File: src/rtl/pcs_am_pkg.sv
// rtl/pcs_am_pkg.sv - shared constants, state encoding and idle-block test for the AM gap scheduler
package pcs_am_pkg;

   localparam logic [7:0] CGMII_IDLE  = 8'h07;
   localparam logic [7:0] CGMII_ERROR = 8'hFE;

   localparam int AM_PERIOD_DEF = 16384;
   localparam int N_AM_DEF      = 20;

   typedef enum logic {
      ST_RUN = 1'b0,
      ST_AM  = 1'b1
   } am_state_e;

   // An all-idle block is the only kind that may be deleted to win back AM slots.
   function automatic logic is_idle_block(input logic [63:0] data, input logic [7:0] ctrl);
      return (ctrl == 8'hFF) && (data == {8{CGMII_IDLE}});
   endfunction

endpackage

File: src/rtl/am_gap_fifo.sv
// rtl/am_gap_fifo.sv - synchronous gap buffer holding blocks that arrive while AM slots are emitted
module am_gap_fifo #(
   parameter int WIDTH = 72,
   parameter int DEPTH = 32
) (
   input  logic                     clk,
   input  logic                     rst_n,
   input  logic                     push_i,
   input  logic [WIDTH-1:0]         push_data_i,
   input  logic                     pop_i,
   output logic [WIDTH-1:0]         head_o,
   output logic [$clog2(DEPTH):0]   level_o,
   output logic                     full_o,
   output logic                     empty_o
);

   localparam int AW = $clog2(DEPTH);

   logic [WIDTH-1:0] mem_q [DEPTH];
   logic [AW-1:0]    wr_ptr_q;
   logic [AW-1:0]    rd_ptr_q;
   logic [AW:0]      level_q;

   always_ff @(posedge clk or negedge rst_n) begin
      if (!rst_n) begin
         wr_ptr_q <= '0;
         rd_ptr_q <= '0;
         level_q  <= '0;
      end else begin
         if (push_i) wr_ptr_q <= wr_ptr_q + 1'b1;
         if (pop_i)  rd_ptr_q <= rd_ptr_q + 1'b1;
         case ({push_i, pop_i})
            2'b10:   level_q <= level_q + 1'b1;
            2'b01:   level_q <= level_q - 1'b1;
            default: level_q <= level_q;
         endcase
      end
   end

   // Storage needs no reset; the pointers define what is valid.
   always_ff @(posedge clk) begin
      if (push_i) mem_q[wr_ptr_q] <= push_data_i;
   end

   assign head_o  = mem_q[rd_ptr_q];
   assign level_o = level_q;
   assign full_o  = (level_q == (AW+1)'(DEPTH));
   assign empty_o = (level_q == '0);

endmodule

File: src/rtl/am_gap_scheduler.sv
// rtl/am_gap_scheduler.sv - inserts AM slots into the CGMII block stream, deleting idles to recover the gap
// Optional statistics counters are built when AM_GAP_STATS_EN is defined.
module am_gap_scheduler
   import pcs_am_pkg::*;
#(
   parameter int LEN_TX_DATA = 64,
   parameter int LEN_TX_CTRL = 8,
   parameter int AM_PERIOD   = AM_PERIOD_DEF,
   parameter int N_AM        = N_AM_DEF,
   parameter int FIFO_DEPTH  = 32
) (
   input  logic                          i_clock,
   input  logic                          i_reset,
   input  logic                          i_enable,
   input  logic                          i_am_bypass,
   input  logic [LEN_TX_DATA-1:0]        i_tx_data,
   input  logic [LEN_TX_CTRL-1:0]        i_tx_ctrl,
   output logic                          o_valid,
   output logic                          o_am_flag,
   output logic [LEN_TX_DATA-1:0]        o_tx_data,
   output logic [LEN_TX_CTRL-1:0]        o_tx_ctrl,
   output logic                          o_overflow,
`ifdef AM_GAP_STATS_EN
   output logic [31:0]                   o_idle_del_cnt,
   output logic [31:0]                   o_am_period_cnt,
`endif
   output logic [$clog2(FIFO_DEPTH):0]   o_fifo_level
);

   localparam int SW = $clog2(AM_PERIOD);
   localparam int CW = (N_AM > 1) ? $clog2(N_AM) : 1;
   localparam int LW = $clog2(FIFO_DEPTH) + 1;
   localparam int FW = LEN_TX_DATA + LEN_TX_CTRL;

   localparam logic [SW-1:0]          SLOT_LAST = SW'(AM_PERIOD - N_AM - 1);
   localparam logic [CW-1:0]          AM_LAST   = CW'(N_AM - 1);
   localparam logic [LEN_TX_DATA-1:0] IDLE_DATA = {(LEN_TX_DATA/8){CGMII_IDLE}};
   localparam logic [LEN_TX_CTRL-1:0] IDLE_CTRL = '1;

   am_state_e               state_q, state_d;
   logic [SW-1:0]           slot_cnt_q, slot_cnt_d;
   logic [CW-1:0]           am_cnt_q, am_cnt_d;
   logic                    valid_q, valid_d;
   logic                    am_flag_q, am_flag_d;
   logic                    overflow_q, overflow_d;
   logic [LEN_TX_DATA-1:0]  data_q, data_d;
   logic [LEN_TX_CTRL-1:0]  ctrl_q, ctrl_d;

   logic [LW-1:0]           level;
   logic [FW-1:0]           head;
   logic                    fifo_full, fifo_empty;
   logic                    in_idle, drop, push, pop;

   assign in_idle = is_idle_block(i_tx_data, i_tx_ctrl);

   am_gap_fifo #(
      .WIDTH (FW),
      .DEPTH (FIFO_DEPTH)
   ) u_fifo (
      .clk         (i_clock),
      .rst_n       (i_reset),
      .push_i      (push),
      .push_data_i ({i_tx_data, i_tx_ctrl}),
      .pop_i       (pop),
      .head_o      (head),
      .level_o     (level),
      .full_o      (fifo_full),
      .empty_o     (fifo_empty)
   );

   always_comb begin
      state_d    = state_q;
      slot_cnt_d = slot_cnt_q;
      am_cnt_d   = am_cnt_q;
      valid_d    = valid_q;
      am_flag_d  = am_flag_q;
      overflow_d = overflow_q;
      data_d     = data_q;
      ctrl_d     = ctrl_q;
      drop       = 1'b0;
      push       = 1'b0;
      pop        = 1'b0;

      if (i_enable) begin
         drop = in_idle && (!fifo_empty || (state_q == ST_AM));
         if (state_q == ST_RUN) begin
            // With an empty buffer the input goes straight to the output register.
            pop       = !fifo_empty;
            push      = !drop && !fifo_empty;
            valid_d   = 1'b1;
            am_flag_d = 1'b0;
            {data_d, ctrl_d} = pop ? head : {i_tx_data, i_tx_ctrl};
            if (slot_cnt_q == SLOT_LAST) begin
               slot_cnt_d = '0;
               if (!i_am_bypass) begin
                  state_d  = ST_AM;
                  am_cnt_d = '0;
               end
            end else begin
               slot_cnt_d = slot_cnt_q + 1'b1;
            end
         end else begin
            push      = !drop;
            valid_d   = 1'b0;
            am_flag_d = 1'b1;
            data_d    = IDLE_DATA;
            ctrl_d    = IDLE_CTRL;
            if (am_cnt_q == AM_LAST) begin
               state_d    = ST_RUN;
               slot_cnt_d = '0;
            end else begin
               am_cnt_d = am_cnt_q + 1'b1;
            end
         end
         if (push && fifo_full && !pop) begin
            push       = 1'b0;
            overflow_d = 1'b1;
         end
      end
   end

   always_ff @(posedge i_clock or negedge i_reset) begin
      if (!i_reset) begin
         state_q    <= ST_RUN;
         slot_cnt_q <= '0;
         am_cnt_q   <= '0;
         valid_q    <= 1'b0;
         am_flag_q  <= 1'b0;
         overflow_q <= 1'b0;
         data_q     <= IDLE_DATA;
         ctrl_q     <= IDLE_CTRL;
      end else begin
         state_q    <= state_d;
         slot_cnt_q <= slot_cnt_d;
         am_cnt_q   <= am_cnt_d;
         valid_q    <= valid_d;
         am_flag_q  <= am_flag_d;
         overflow_q <= overflow_d;
         data_q     <= data_d;
         ctrl_q     <= ctrl_d;
      end
   end

   assign o_valid      = valid_q;
   assign o_am_flag    = am_flag_q;
   assign o_tx_data    = data_q;
   assign o_tx_ctrl    = ctrl_q;
   assign o_overflow   = overflow_q;
   assign o_fifo_level = level;

`ifdef AM_GAP_STATS_EN
   logic        am_start;
   logic [31:0] idle_del_cnt_q, am_period_cnt_q;

   assign am_start = i_enable && (state_q == ST_RUN) && (slot_cnt_q == SLOT_LAST) && !i_am_bypass;

   always_ff @(posedge i_clock or negedge i_reset) begin
      if (!i_reset) begin
         idle_del_cnt_q  <= '0;
         am_period_cnt_q <= '0;
      end else begin
         if (drop)     idle_del_cnt_q  <= idle_del_cnt_q + 32'd1;
         if (am_start) am_period_cnt_q <= am_period_cnt_q + 32'd1;
      end
   end

   assign o_idle_del_cnt  = idle_del_cnt_q;
   assign o_am_period_cnt = am_period_cnt_q;
`endif

endmodule

File: config.mk
export PLATFORM = sky130hd
export DESIGN_NAME = am_gap_scheduler
export DESIGN_NICKNAME = d
export VERILOG_FILES = /design/src/rtl/pcs_am_pkg.sv /design/src/rtl/am_gap_fifo.sv /design/src/rtl/am_gap_scheduler.sv
export SDC_FILE = /design/constraint.sdc
export NUM_CORES = 2
export LEC_CHECK = 0
export CAP_MARGIN = 25
export CORE_ASPECT_RATIO = 0.5
export CORE_UTILIZATION = 35
export DETAILED_ROUTE_END_ITERATION = 12
export SLEW_MARGIN = 10
export SYNTH_ARGS = -nofsm -noshare
export SYNTH_HDL_FRONTEND = slang
export SYNTH_SLANG_ARGS = --single-unit
File: constraint.sdc
create_clock -name i_clock -period 5.1 [get_ports i_clock]
set_input_delay 1.02 -clock i_clock [delete_from_list [all_inputs] [get_ports i_clock]]
set_output_delay 1.02 -clock i_clock [all_outputs]
set_load 0.02 [all_outputs]
==> summary.md <==
| Metric | Value |
|---|---|
| Cts hold-fix bufs | 0 |
| Number of nets still failing antenna checks after routing | 0 |
| Buf+Inv Stages, Crit Path | 5 |
| Synth Area in Simple Gates | under 10% |
| Core Region | 260000 um2 |
| Final Hold Fails | 0 |
| Worst-Margin Slew | about 1.1 ns |
| Via Count | 45200 |
| Die Width | 728 um |
| Post-Place Cells | between 7000 and 8000 |
| Kind of critical path | in -> reg |
| Synth area leaders | edfxtp_1 (75%), mux4_2 (14%), dfrtp_1 (2.1%) |
| Detailed Route WL | ~240 mm |
| Post-layout minimum cycle time | 4.33 ns |
| CP endpoint kind | flop |
| Maximum VDD drop | 613 uV |
| CTS tree | done |
| CP delay by family, top | simple AND/OR/NAND/NOR gates |
| R2r startpoint | u_fifo.rd_ptr_q[0] |
| Final core occ | 41.3% |
| Dpl hpwl | 148 mm |
| F_max | 231 MHz |
| Critical Path Source Type | primary input |
| Drt drc | 0 |
| Register area | 72000 um2 |
| Share of layout cells above drive strength 1 | 25.9% |
| Hold Crit Class | in -> async |
| Placer Congestion | 0.859 |
| Setup TNS | 0 ns |
| Sequential area share after synthesis | roughly four fifths |
| Die Ht | 365 um |
| Max-slew violation count | 0 |
| Fillers | between 20000 and 25000 |
| Fin nets | 4608 |
| XOR/XNOR Fraction of Synth Area | 0.160% |
| Worst-path clk slew | roughly 0.070 ns |
| Largest family of logic cells by synthesized area | multiplexers |
| Leak pwr | 0.0334 uW |
| Vias in the first global route | roughly 46000 |
| Headroom to the max-slew limit | 29.0% |
| DR iter-0 viols | roughly 5000 |
| R2R depth | 9 |
| Worst reg2reg setup slack | between 0.9 and 1 ns |
| CP Depth | 16 |
| Global-route wire length before repair | 344 mm |
| Worst skew pair latency | 0.85 ns |
| Most common cell in the netlist | edfxtp_1 |
| Synth Area in Compound Gates | 3.38% |
| Overall routing resource usage | between 15 and 20% |
| Total CTS buffers | 220 |
| RSZ-0062 raised after global routing | false |
| CP Max Fanout | 3 |
| Synth top cells by count | edfxtp_1 (2304), mux4_2 (555), mux2i_1 (137), o22ai_1 (125), buf_2 (103) |
| # Post-CTS Setup Buffers | 0 |
| Layout Cell Area excl Fill | 107000 um2 |
| Largest area contributor in the netlist | edfxtp_1 |
| Mean Syn Cell Area | 22.3 um2 |
| Initial antenna violation count | 13 |
| Largest net degree at the start of global routing | 120 |
| Yosys reg bits | between 2000 and 2500 |
| Initial core utilization | a little over a third |
| Fin Clk Skew | about 0.028 ns |
| Post-synth ARST share | under 10% |
| Post-CTS sizing | 0 |
| Yosys warnings | 0 |
| Period utilization | 85.0% |
| Grt total ovfl | 0 |
| Syn nets | 4213 |
| Port bufs | 156 |
| Final Setup Violations | 0 |
| Synthesized area | 92200 um2 |
| Sink Count | 2415 |
| CP dominant cell by count | buf_4 |
| Layout Area Growth over Synthesis | 16.5% |
| Multi-input gate area | roughly 19000 um2 |
| Outcome | complete, no violations |
| Io pins | 157 |
| Slowest cell on crit path | or4b_1 |
| CTS max path bufs | 3 |
| WP data arrival | 5.10 ns |
| Max incr delay on CP | 0.62 ns |
| Synth cell types | 61 |
| Cell Chain, Critical Path | clkdlybuf4s50_1 -> buf_12 -> or4b_1 -> buf_4 -> or4_4 -> nor4_4 -> a21oi_2 -> inv_1 -> ha_1 -> buf_4 -> nor2b_1 -> mux2i_1 -> nor4_1 -> o21bai_1 -> a21oi_1 -> xor2_1 |
| Post-synth EDFFs | 2304 |
| Max-cap viol count | 0 |
| Mux share of post-synthesis cell area | 15.1% |
| Cell Count, Final, Fillers Out | between 8000 and 9000 |
| WP data required | 5.87 ns |
| Synth Instances | 4127 |
| Placed inst area | between 100000 and 150000 um2 |
| RR Endpoint | o_tx_data[19] |
| Initial DRT Pass Iterations | 5 |
| Share of the synthesized area in the top cell type | 75.1% |
| Total number of H-tree levels | 4 |
| DIE AREA | 266000 um2 |
| Overall Power | 54200 uW |
| Via-to-Cell Ratio | 5.51 |
| Routed len/inst | 29.8 um |
| Rows | 132 |
| Pwr dens | between 500 and 600 nW/um2 |
| Most common flop cell mapped by yosys | edfxtp_1 |
| Post-synthesis adder-cell area fraction | 0.136% |
| Root buf cell | clkbuf_16 |
-- metrics by stage --
stage | hold slack (ns) | setup WS [ns]
detailed placement | 0.471 | -0.0793
CTS | 0.0779 | 0.777
floorplan | 0.437 | 0.899
global placement | 0.454 | -0.214
finish | 0.107 | 0.766
global route | 0.0963 | 0.656
-- state kept, by name, indices dropped and copies added (netlist names) --
| name | flops |
|---|---|
| am_cnt_q | 5 |
| u_fifo.rd_ptr_q | 5 |
| o_tx_ctrl | 8 |
| o_valid | 1 |
| slot_cnt_q | 14 |
| o_overflow | 1 |
| o_am_flag | 1 |
| state_q | 1 |
| u_fifo.mem_q | 2304 |
| o_tx_data | 64 |
| u_fifo.level_o | 6 |
| u_fifo.wr_ptr_q | 5 |
-- metal layers --
metal / part of all wire (%) / global-route usage [%] / wire (um) / up-vias
met1: 41 / 24.3 / 100000 / 24600
met3: 7.5 / 3.55 / 18400 / 283
met2: 49 / 30.1 / 120000 / 1837
met5: 0.016 / 0 / 40 / -
li1: - / - / - / 18500
met4: 2.6 / 5.02 / 6280 / 6
-- kinds of logic (layout without fill, tap and decap cells) --
logic type                 after synthesis  after routing
muxes                                  695            695
adders and majority gates               10             10
DFF                                   2415           2415
other                                    0              6
AOI/OAI and AO/OA                      435            435
xor gates and xnor gates                16             16
and+or+nand+nor                        309            309
buffers and inverters                  247            836
-- worst max-delay path by stage --
stage	startpoint	slack [ns]	endpoint
2_1_floorplan	i_tx_data[13]	0.90	u_fifo.mem_q[13][0]
3_3_place_gp	i_tx_data[24]	-0.21	u_fifo.level_o[4]
3_5_place_dp	i_tx_data[16]	-0.08	u_fifo.level_o[5]
4_1_cts	u_fifo.rd_ptr_q[0]	0.78	o_tx_data[19]
5_1_grt	i_tx_data[16]	0.66	u_fifo.level_o[5]
6_report	i_tx_data[16]	0.77	u_fifo.level_o[5]
-- cells in the final DEF, fill, tap and decap left out, drive strengths merged, types with 5 or more instances in the layout --
cell type	netlist	routed
nand2b	9	9
diode	0	6
mux4	555	555
nor4bb	5	5
a22oi	29	29
nor4	36	36
dfrtp	79	79
a2111oi	42	42
o31ai	8	8
clkbuf	102	307
o21ai	25	25
ha	10	10
nand4	8	8
a22o	5	5
nand2	28	28
dfstp	32	32
o22ai	125	125
clkinv	1	75
bufinv	0	22
a221oi	9	9
buf	138	258
xor2	7	7
clkdlybuf4s50	0	154
edfxtp	2304	2304
and3	39	39
a221o	40	40
mux2i	137	137
a31oi	13	13
inv	6	13
nor4b	6	6
clkinvlp	0	7
a211oi	64	64
nand3	11	11
a21oi	47	47
nor2b	72	72
nor2	70	70
xnor2	9	9
a211o	19	19
-- layout make-up --
type	instances	share of cell area (%)
Clock buffer	306	5.71
Antenna cell	6	0.0140
Clock inverter	110	1.03
Inverter	7	0.0245
Multi-Input combinational cell	1465	18.0
Tap cell	3484	4.06
Timing Repair Buffer	413	4.12
Sequential cell	2415	67.1
-- where the power goes --
part | leakage, uW | switching, uW | internal, uW | total [uW]
Clock | 0.00353 | 7140 | 9480 | 16600
Combinational | 0.00776 | 7380 | 6080 | 13500
Sequential | 0.0221 | 864 | 23300 | 24100
Note: power is estimated with default switching activity, not from simulation.
